### config.mk
export PLATFORM = sky130hd
export DESIGN_NAME = imem_fetch_arbiter
export DESIGN_NICKNAME = d
export VERILOG_FILES = /design/src/rtl/imem_fetch_arbiter_pkg.sv /design/src/rtl/imem_fetch_arbiter.sv
export SDC_FILE = /design/constraint.sdc
export NUM_CORES = 1
export LEC_CHECK = 0
export ABC_AREA = 1
export BUFFER_PORTS_ARGS = -buffer_cell sky130_fd_sc_hd__buf_4
export CELL_PAD_IN_SITES_DETAIL_PLACEMENT = 1
export CELL_PAD_IN_SITES_GLOBAL_PLACEMENT = 1
export CORE_MARGIN = 4
export CORE_UTILIZATION = 20
export CTS_CLUSTER_DIAMETER = 150
export DETAILED_ROUTE_END_ITERATION = 8
export GPL_ROUTABILITY_DRIVEN = 0
export PLACE_DENSITY = 0.8
export SETUP_SLACK_MARGIN = 0.5
export SLEW_MARGIN = 20
export SYNTH_ARGS = -nofsm -noshare
export SYNTH_HDL_FRONTEND = slang
export SYNTH_SLANG_ARGS = --single-unit
export TNS_END_PERCENT = 100
### constraint.sdc
create_clock -name i_clk -period 2 [get_ports i_clk]
set_clock_uncertainty 0.15 [all_clocks]
set_input_delay 0 -clock i_clk [delete_from_list [all_inputs] [get_ports i_clk]]
set_output_delay 0 -clock i_clk [all_outputs]
set_load 0.02 [all_outputs]
### src/rtl/imem_fetch_arbiter_pkg.sv
// ---------------------------------------------------------------------------
// imem_fetch_arbiter_pkg
// Shared constants and types for the instruction-memory fetch arbiter:
//   - XLEN selector encodings (fetch address width = 1 << (XLEN + 4))
//   - default loader starvation limit
//   - the fault NOP instruction word (addi x0, x0, 0)
//   - arbiter FSM state encoding
// ---------------------------------------------------------------------------
package imem_fetch_arbiter_pkg;

  localparam int XLEN_32B = 1;
  localparam int XLEN_64B = 2;

  localparam int STARVE_MAX_DEF = 4;

  localparam logic [31:0] NOP_INSTR = 32'h0000_0013;

  typedef enum logic {
    ST_BOOT = 1'b0,
    ST_RUN  = 1'b1
  } arb_state_e;

endpackage

### src/rtl/imem_fetch_arbiter.sv
// ---------------------------------------------------------------------------
// imem_fetch_arbiter
// Arbitrates a single-ported, externally instantiated instruction memory
// between the fetch pipeline and a program loader.
//   BOOT : loader owns the memory, fetch is stalled; i_ld_done moves to RUN.
//   RUN  : fetch has priority; a waiting loader write is forced through once
//          it has waited STARVE_MAX cycles, or whenever fetch is idle.
// Faulting fetches (misaligned, or above the physical address range) are
// acked without touching memory and return a NOP flagged with o_fetch_fault.
//
// Ports
//   i_clk, i_rst                 clock, synchronous active-high reset
//   i_fetch_req/adr, o_fetch_ack fetch request side
//   o_fetch_valid, o_instr,
//   o_fetch_fault, o_stall       fetch response side (one cycle after ack)
//   i_ld_valid/adr/data,
//   o_ld_ready, i_ld_done        loader write side
//   o_mem_adr/we/wdata,
//   i_mem_rdata                  memory port (1-cycle read latency, read-first)
// ---------------------------------------------------------------------------
module imem_fetch_arbiter
  import imem_fetch_arbiter_pkg::*;
#(
  parameter int XLEN       = XLEN_64B,
  parameter int ADR_W      = 20,
  parameter int STARVE_MAX = STARVE_MAX_DEF,
  parameter int BOOT_LOAD  = 1
) (
  input  logic                       i_clk,
  input  logic                       i_rst,
  input  logic                       i_fetch_req,
  input  logic [(1<<(XLEN+4))-1:0]   i_fetch_adr,
  output logic                       o_fetch_ack,
  output logic                       o_fetch_valid,
  output logic [31:0]                o_instr,
  output logic                       o_fetch_fault,
  output logic                       o_stall,
  input  logic                       i_ld_valid,
  input  logic [ADR_W-1:0]           i_ld_adr,
  input  logic [31:0]                i_ld_data,
  output logic                       o_ld_ready,
  input  logic                       i_ld_done,
  output logic [ADR_W-1:0]           o_mem_adr,
  output logic                       o_mem_we,
  output logic [31:0]                o_mem_wdata,
  input  logic [31:0]                i_mem_rdata
);

  localparam int FADR_W = 1 << (XLEN + 4);
  localparam int CNT_W  = (STARVE_MAX < 1) ? 1 : $clog2(STARVE_MAX + 1);

  arb_state_e       state_q;
  arb_state_e       state_d;
  logic [CNT_W-1:0] starve_cnt;
  logic             ld_grant;
  logic             fetch_fault;
  logic             fetch_rd;
  logic [ADR_W-1:0] adr_hold;
  logic             vld_p1;
  logic             fault_p1;
  logic             unused_ld_lsb;

  // Misaligned, or any address bit beyond the physical memory range.
  function automatic logic is_fault(input logic [FADR_W-1:0] adr);
    return (adr[1:0] != 2'b00) || ((adr >> ADR_W) != '0);
  endfunction

  // Loader byte-lane bits are meaningless for word writes.
  assign unused_ld_lsb = ^i_ld_adr[1:0];

  always_ff @(posedge i_clk) begin
    if (i_rst) begin
      state_q <= (BOOT_LOAD != 0) ? ST_BOOT : ST_RUN;
    end else begin
      state_q <= state_d;
    end
  end

  always_comb begin
    state_d = state_q;
    if ((state_q == ST_BOOT) && i_ld_done) begin
      state_d = ST_RUN;
    end
  end

  // Grants are forced low during reset so nothing reaches memory while the
  // state is being re-established.
  always_comb begin
    ld_grant    = 1'b0;
    o_fetch_ack = 1'b0;
    o_stall     = 1'b0;
    case (state_q)
      ST_BOOT: begin
        ld_grant = !i_rst && i_ld_valid;
        o_stall  = 1'b1;
      end
      ST_RUN: begin
        ld_grant    = !i_rst && i_ld_valid &&
                      (!i_fetch_req || (starve_cnt == CNT_W'(STARVE_MAX)));
        o_fetch_ack = !i_rst && i_fetch_req && !ld_grant;
        o_stall     = i_fetch_req && !o_fetch_ack;
      end
      default: begin
        o_stall = 1'b1;
      end
    endcase
  end

  assign o_ld_ready = ld_grant;

  always_ff @(posedge i_clk) begin
    if (i_rst) begin
      starve_cnt <= '0;
    end else if ((state_q == ST_RUN) && i_ld_valid && !ld_grant) begin
      starve_cnt <= starve_cnt + CNT_W'(1);
    end else begin
      starve_cnt <= '0;
    end
  end

  // Stage p0: memory request. Faulting fetches are acked but never issued.
  assign fetch_fault = is_fault(i_fetch_adr);
  assign fetch_rd    = o_fetch_ack && !fetch_fault;
  assign o_mem_we    = ld_grant;
  assign o_mem_wdata = i_ld_data;

  always_comb begin
    if (ld_grant) begin
      o_mem_adr = {i_ld_adr[ADR_W-1:2], 2'b00};
    end else if (fetch_rd) begin
      o_mem_adr = {i_fetch_adr[ADR_W-1:2], 2'b00};
    end else begin
      o_mem_adr = adr_hold;
    end
  end

  always_ff @(posedge i_clk) begin
    adr_hold <= o_mem_adr;
  end

  // Stage p1: read data returns; valid/fault travel with it.
  always_ff @(posedge i_clk) begin
    if (i_rst) begin
      vld_p1   <= 1'b0;
      fault_p1 <= 1'b0;
    end else begin
      vld_p1   <= o_fetch_ack;
      fault_p1 <= o_fetch_ack && fetch_fault;
    end
  end

  // An in-flight response is suppressed as soon as reset is seen.
  assign o_fetch_valid = vld_p1 && !i_rst;
  assign o_fetch_fault = fault_p1 && !i_rst;

  always_comb begin
    if (!o_fetch_valid) begin
      o_instr = 32'h0;
    end else if (fault_p1) begin
      o_instr = NOP_INSTR;
    end else begin
      o_instr = i_mem_rdata;
    end
  end

endmodule
==> metrics.md, run 1 <==
| Metric | Value |
|---|---|
| Status | finished, violations left |
| Failing checks | negative hold slack |
| Setup violators final | 0 |
| Crit share post-route | 0.994 |
| Iter 0 DRT Violations | 74 |
| Fillcell total | 1215 |
| Remaining DRCs | 0 |
| Area Overhead vs Synth | 121% |
| Largest net degree at the start of global routing | 34 |
| DR vias/cell | roughly 4.4 |
| Hold endpoint | vld_p1$_SDFF_PP0_ |
| Die extent in x | between 100 and 150 um |
| Die area | 12100 um2 |
| Worst rel slew slack | 0.640 |
| Slew Viols, Final | 0 |
| Row count | 36 |
| Clock sinks | 26 |
| Final Core Density | 0.460 |
| HPWL Detailed | 6.79 mm |
| TritonCTS buffer count | 3 |
| Unrepaired setup endpoints after global routing | yes |
| CTS clock-pin slew for the worst setup and hold paths | 90 ps |
| Netlist cell types | 22 |
| Mapped cell area | 2070 um2 |
| Synth top area share | 0.251 |
| Hold/Removal Path Class | in -> reg |
| Ys async rst share | 0 |
| Yosys warnings | 0 |
| Post-Syn Area per Cell | between 5 and 6 um2 |
| Finished Layout Cells | 710 |
| EDFF count, synth | 0 |
| Post-Synthesis Cells | between 300 and 400 |
| Max VDD drop | 0.237 mV |
| Hold Violations, Final | 1 |
| Detailed Routing Iterations Pass 1 | 4 |
| Cell taking the most area after synthesis | dfxtp_1 |
| Sequential element share of the synthesized area | 0.251 |
| Largest cells by area after synthesis | dfxtp_1 (25%), nand2_1 (18%), buf_4 (13%) |
| H-Tree Depth | 1 |
| Crit-path max FO | 11 |
| Placed cells | 615 |
| Vias in the first global route | 3403 |
| Cells on Worst Hold Path | 3 |
| CTS Buffer Depth | 2 |
| Initial antenna violation count | 0 |
| Net count after synthesis | 503 |
| Leak Pwr | 0.00241 uW |
| Die Y | 110 um |
| Worst reg2reg endpoint | adr_hold[11]$_DFF_P_ |
| Hold path startpoint | i_fetch_req |
| Finished Cell Area | 4580 um2 |
| Main synth FF type | dfxtp_1 |
| First-pass GRT wire length | approximately 16 mm |
| Worst Tran Pin Value | 540 ps |
| Total routing usage reported by global routing | 0.170 |
| Worst hold slack | -95.9 ps |
| Worst R2R Start | starve_cnt[1]$_SDFF_PP0_ |
| Fmax | 0.503 GHz |
| WP data required | ~1900 ps |
| Max Cap Viol | 0 |
| Reg2Reg Depth | 10 |
| Crit path launch type | flop |
| Crit. End Element | output port |
| Root buffer cell | clkbuf_8 |
| Crit path arrival time | ~1800 ps |
| Final Critical Period | 1990 ps |
| Via count | 3143 |
| Initial core utilization | 0.208 |
| Clk_lat worst skew | 270 ps |
| IO Pins | 243 |
| Reg2Reg Setup Slack | 130 ps |
| Layout cells sized above 1 | 0.492 |
| Port bufs | about 180 |
| Wire per inst | 16.5 um |
| Total Wirelength | about 12 mm |
| ANT nets after route | 0 |
| Dpl cell area | approximately 3300 um2 |
| Critical path type | reg -> out |
| Layout Nets | 732 |
| Core Area | roughly 10000 um2 |
| CTS tree | built |
| Cell Pwr Density | slightly above 400 nW/um2 |
| GRT overflow | 0 |
| Synthesis-stage register bit count | 26 |
[flip-flops by register name, summed over array words and instances, names as in the netlist]
| name | cells |
|---|---|
| vld_p1 | 1 |
| fault_p1 | 1 |
| adr_hold | 20 |
| state_q | 1 |
| starve_cnt | 3 |
[worst max path at each step]
stage | start | endpoint | slack (ps) | cells after the start
4_1_cts | starve_cnt[1]$_SDFF_PP0_ | o_mem_adr[8] | 100 | 9
5_1_grt | starve_cnt[0]$_SDFF_PP0_ | o_mem_adr[19] | -60 | 9
3_5_place_dp | state_q$_SDFFE_PP0P_ | o_mem_adr[18] | 130 | 7
3_3_place_gp | state_q$_SDFFE_PP0P_ | o_mem_adr[9] | 220 | 7
2_1_floorplan | starve_cnt[0]$_SDFF_PP0_ | adr_hold[10]$_DFF_P_ | 500 | 7
6_report | starve_cnt[1]$_SDFF_PP0_ | o_mem_adr[19] | 10 | 9
[routing by layer]
layer,share of wire,wire length [um],vias up,track usage
li1,-,-,1482,-
met1,0.33,3840,1465,0.162
met2,0.55,6440,176,0.343
met3,0.10,1230,20,0.0499
met4,0.016,182,0,0.0481
met5,0,0,-,0
[cells in the mapped netlist (2+ instances only)]
library cell,number
nand2_1,99
nor2_1,66
inv_1,52
buf_4,35
dfxtp_1,26
nand3_1,24
nand4_1,20
buf_6,6
clkbuf_1,5
clkbuf_8,2
ha_1,2
[metrics by stage]
stage | total power (uW) | TNS [ps] | hold slack (ps) | setup WS (ps)
after global routing | 1990 | -530 | -104 | -63.6
after CTS | 1790 | 0 | -156 | 96.1
after detailed placement | 1240 | 0 | -150 | 132
final | 1890 | 0 | -95.9 | 12.7
after floorplan | 999 | 0 | -77.6 | 498
after global placement | 1220 | 0 | -150 | 220
[layout by cell type, fill, tap and decap left out, types with 6 or more instances in the layout]
master,n
dfxtp_1,22
dlygate4sd3_1,64
nand4_1,20
inv_1,47
nand2_2,32
inv_2,6
nor2_1,65
nand3_2,21
buf_4,176
buf_6,20
nand2_1,67
[area by class of cell]
type                            instances  area (um2)  share of cell area
Timing Repair Buffer                  269        2370               0.517
Multi-Input combinational cell        221        1230               0.269
Sequential cell                        26         526               0.115
Inverter                               54         208              0.0454
Tap cell                              133         166              0.0363
Clock buffer                            3        41.3             0.00902
Timing Repair inverter                  2        32.5             0.00710
Antenna cell                            2        5.00             0.00109
[timing repair]
item,in CTS,in global routing
endpoints found under the hold margin,55,4
gates cloned,5,2
pin swaps,26,24
setup buffers,11,8
gates resized for setup,46,38
setup endpoints to repair,51,67
hold buffers,63,1
[logic make-up after synthesis]
family	after synthesis	synth area share
simple gates	211	0.423
flops	26	0.251
fa+ha+maj	2	0.0121
buf+inv	104	0.291
xor+xnor	1	0.00422
compound gates	4	0.0193
[power breakdown]
group          internal (uW)  switching [uW]  leakage (uW)  total, uW
Combinational            517             462       0.00217        979
Sequential               579            20.5      0.000218        600
Clock                    135             173     0.0000216        308
[worst max-delay path: stages (launching register included)]
cell and delay (ps):
dfxtp_2 350, inv_2 40, ha_4 170, a31oi_4 240
buf_4 160, buf_12 130, nand4_1 140, nand3_2 130
nand2_2 60, buf_4 150
No activity file was read; power rests on OpenSTA's default activity.
==> run 2: changes to the inputs <==
--- a/config.mk
+++ b/config.mk
@@ -15,5 +15,5 @@
 export DETAILED_ROUTE_END_ITERATION = 8
 export GPL_ROUTABILITY_DRIVEN = 0
-export PLACE_DENSITY = 0.8
+export PLACE_DENSITY_LB_ADDON = 0.1
 export SETUP_SLACK_MARGIN = 0.5
 export SLEW_MARGIN = 20
==> constraint.sdc (replaced) <==
create_clock -name i_clk -period 2 [get_ports i_clk]
set_clock_uncertainty 0.15 [all_clocks]
set_input_delay 0.1 -clock i_clk [delete_from_list [all_inputs] [get_ports i_clk]]
set_output_delay 0.1 -clock i_clk [all_outputs]
set_load 0.02 [all_outputs]
==> run 2 against run 1 <==
The run now ends clean. Critical path depth is 1 lower. Global-route usage down 4.0 points. Combinational power shrank 23%. Sequential cell count unchanged. Cell count fell by 8.3%. Via count decreased by 15%. Sequential share of layout area grew 1.9 points.
==> metrics.md, run 2 (synthesized netlist as in run 1, its figures left out) <==
| Metric | Value |
|---|---|
| Initial core utilization | 0.208 (unchanged) |
| Die extent in x | 110 um (unchanged) |
| Via count | 2674 (-15%) |
| Worst hold slack | 28.7 ps (+125 ps) |
| Critical path's most frequent cell | buf_4 |
| Crit path launch type | flop |
| Cell Pwr Density | 433 nW/um2 (+5.1%) |
| Unrepaired setup endpoints after global routing | yes |
| CTS Buffer Depth | 2 (unchanged) |
| Finished Layout Cells | 651 (-8.3%) |
| Reg2Reg Depth | 7 (-3) |
| Remaining DRCs | 0 (unchanged) |
| Slowest-stage cell, CP | dfxtp_2 |
| H-Tree Depth | 1 (unchanged) |
| DR vias/cell | 4.11 (-7.2%) |
| CTS clock-pin slew for the worst setup and hold paths | 100 ps (about the same) |
| Initial antenna violation count | 0 (unchanged) |
| Biggest regs | adr_hold x20, starve_cnt x3 |
| Fillcell total | 1281 (+5.4%) |
| Detailed Routing Iterations Pass 1 | 4 (unchanged) |
| Setup TNS | 0 ps (unchanged) |
| WP data required | 1750 ps (-100 ps) |
| Hold Violations, Final | 0 (-1) |
| Final Critical Period | 1950 ps (-32.3 ps) |
| Worst Tran Pin Value | 298 ps (-242 ps) |
| Setup violators final | 0 (unchanged) |
| Crit path arrival time | 1700 ps (-140 ps) |
| ANT cells | 0 (-2) |
| CTS tree | built |
| Crit share post-route | 0.977 (-0.0161) |
| Crit path cell chain | inv_2 -> ha_4 -> a31oi_4 -> buf_4 -> nand4_1 -> nand3_1 -> nand2_2 -> buf_4 |
| First-pass GRT wire length | 12.4 mm (-23%) |
| Fmax | 0.512 GHz (+1.7%) |
| Slew Viols, Final | 0 (unchanged) |
| Status | finished clean |
| Row count | 36 (unchanged) |
| Largest net degree at the start of global routing | 34 (unchanged) |
| Die area | 12100 um2 (unchanged) |
| Commonest non-fill, non-tap cell in the layout | buf_4 |
| Dpl cell area | 3330 um2 (+1.1%) |
| Layout Nets | 674 (-7.9%) |
| Leak Pwr | 0.00217 uW (-10%) |
| TritonCTS buffer count | 3 (unchanged) |
| Finished Cell Area | 3930 um2 (-14%) |
| Total routing usage reported by global routing | 0.130 (-0.0399) |
| Layout cells sized above 1 | 0.490 (-0.00183) |
| Crit-path max FO | 11 (unchanged) |
| Clock sinks | 26 (unchanged) |
| Cells on Worst Hold Path | 5 (+2) |
| HPWL Detailed | 6.75 mm (-0.68%) |
| Iter 0 DRT Violations | 98 (+32%) |
| Most frequent cells in the layout | buf_4 (170), nand2_1 (73), nor2_1 (64) |
| Reg area | 528 um2 (+0.48%) |
| Area Overhead vs Synth | 89.6% |
| Crit-path max cell delay | 350 ps (about the same) |
| WP depth | 8 (-1) |
| Worst rel slew slack | 0.801 (+0.161) |
| Port bufs | 176 (unchanged) |
| Die Y | 110 um (unchanged) |
| Vias in the first global route | 2597 (-24%) |
| Crit. End Element | output port |
| Crit path buf inv count | 3 (-1) |
| Max Cap Viol | 0 (unchanged) |
| Max FFs per register | 20 (unchanged) |
| Total Wirelength | 8.77 mm (-25%) |
| Delay-heaviest family, CP | buffers and inverters |
| Core Area | 9950 um2 (unchanged) |
| IO Pins | 243 (unchanged) |
| Max VDD drop | 0.230 mV (-2.9%) |
| GRT overflow | 0 (unchanged) |
| ANT nets after route | 0 (unchanged) |
| Biggest register | adr_hold |
| Placed cells | 618 (+0.49%) |
| Root buffer cell | clkbuf_8 |
| Hold/Removal Path Class | in -> reg |
| Multi-input gate area | 1110 um2 (-10%) |
| Wire per inst | 13.5 um (-18%) |
| Critical path type | reg -> out |
| Clk_lat worst skew | 280 ps (about the same) |
run 2: worst reg2reg max path, delay by kind of cell, from the launching register on:
family,cells,cell delay [ps]
DFF,1,350
and+or+nand+nor,3,290
AOI/OAI and AO/OA,1,210
buffers and inverters,2,270
adders and majority gates,1,160
run 2: routing by layer:
layer / routed length, um / share of wire / track usage
met5: 0 / 0 / 0
met4: 53 / 0.0060 / 0.0205
met3: 875 / 0.10 / 0.0323
met2: 4750 / 0.54 / 0.256
met1: 3090 / 0.35 / 0.139
run 2: final cells by class:
cell class | count | share of cell area
Inverter | 54 | 0.0560
Timing Repair inverter | 2 | 0.00922
Clock buffer | 4 | 0.0140
Timing Repair Buffer | 214 | 0.463
Multi-Input combinational cell | 218 | 0.281
Tap cell | 133 | 0.0423
Sequential cell | 26 | 0.134
run 2: report_power, final:
group | leakage (uW) | internal [uW] | switching [uW]
registers | 0.000218 | 579 | 17.3
clock network | 0.0000288 | 176 | 177
logic | 0.00192 | 406 | 348
run 2: final timing paths:
| kind | from | to | slack [ps] |
|---|---|---|---|
| worst min-delay path | i_fetch_adr[3] | adr_hold[3]$_DFF_P_ | 30 |
| worst min register to register | adr_hold[0]$_DFF_P_ | adr_hold[0]$_DFF_P_ | 320 |
| worst max-delay path | starve_cnt[1]$_SDFF_PP0_ | o_mem_adr[16] | 50 |
| worst max register to register | starve_cnt[1]$_SDFF_PP0_ | adr_hold[16]$_DFF_P_ | 470 |
run 2: timing repair:
action / in CTS / in global routing
hold buffers: 21 / 0
gates cloned: 2 / 2
endpoints found under the setup margin: 76 / 58
resized for setup: 20 / 44
endpoints found under the hold margin: 20 / 0
pin swaps: 1 / 1
buffers inserted: 3 / 1
run 2: metrics by stage:
step | util | setup slack [ps] | power, uW
final | 0.395 | 45.0 | 1700
after CTS | 0.375 | 5.52 | 1660
after detailed placement | 0.334 | 253 | 1240
after global placement | 0.334 | 274 | 1230
after global routing | 0.395 | -73.1 | 1820
after floorplan | - | 496 | 999
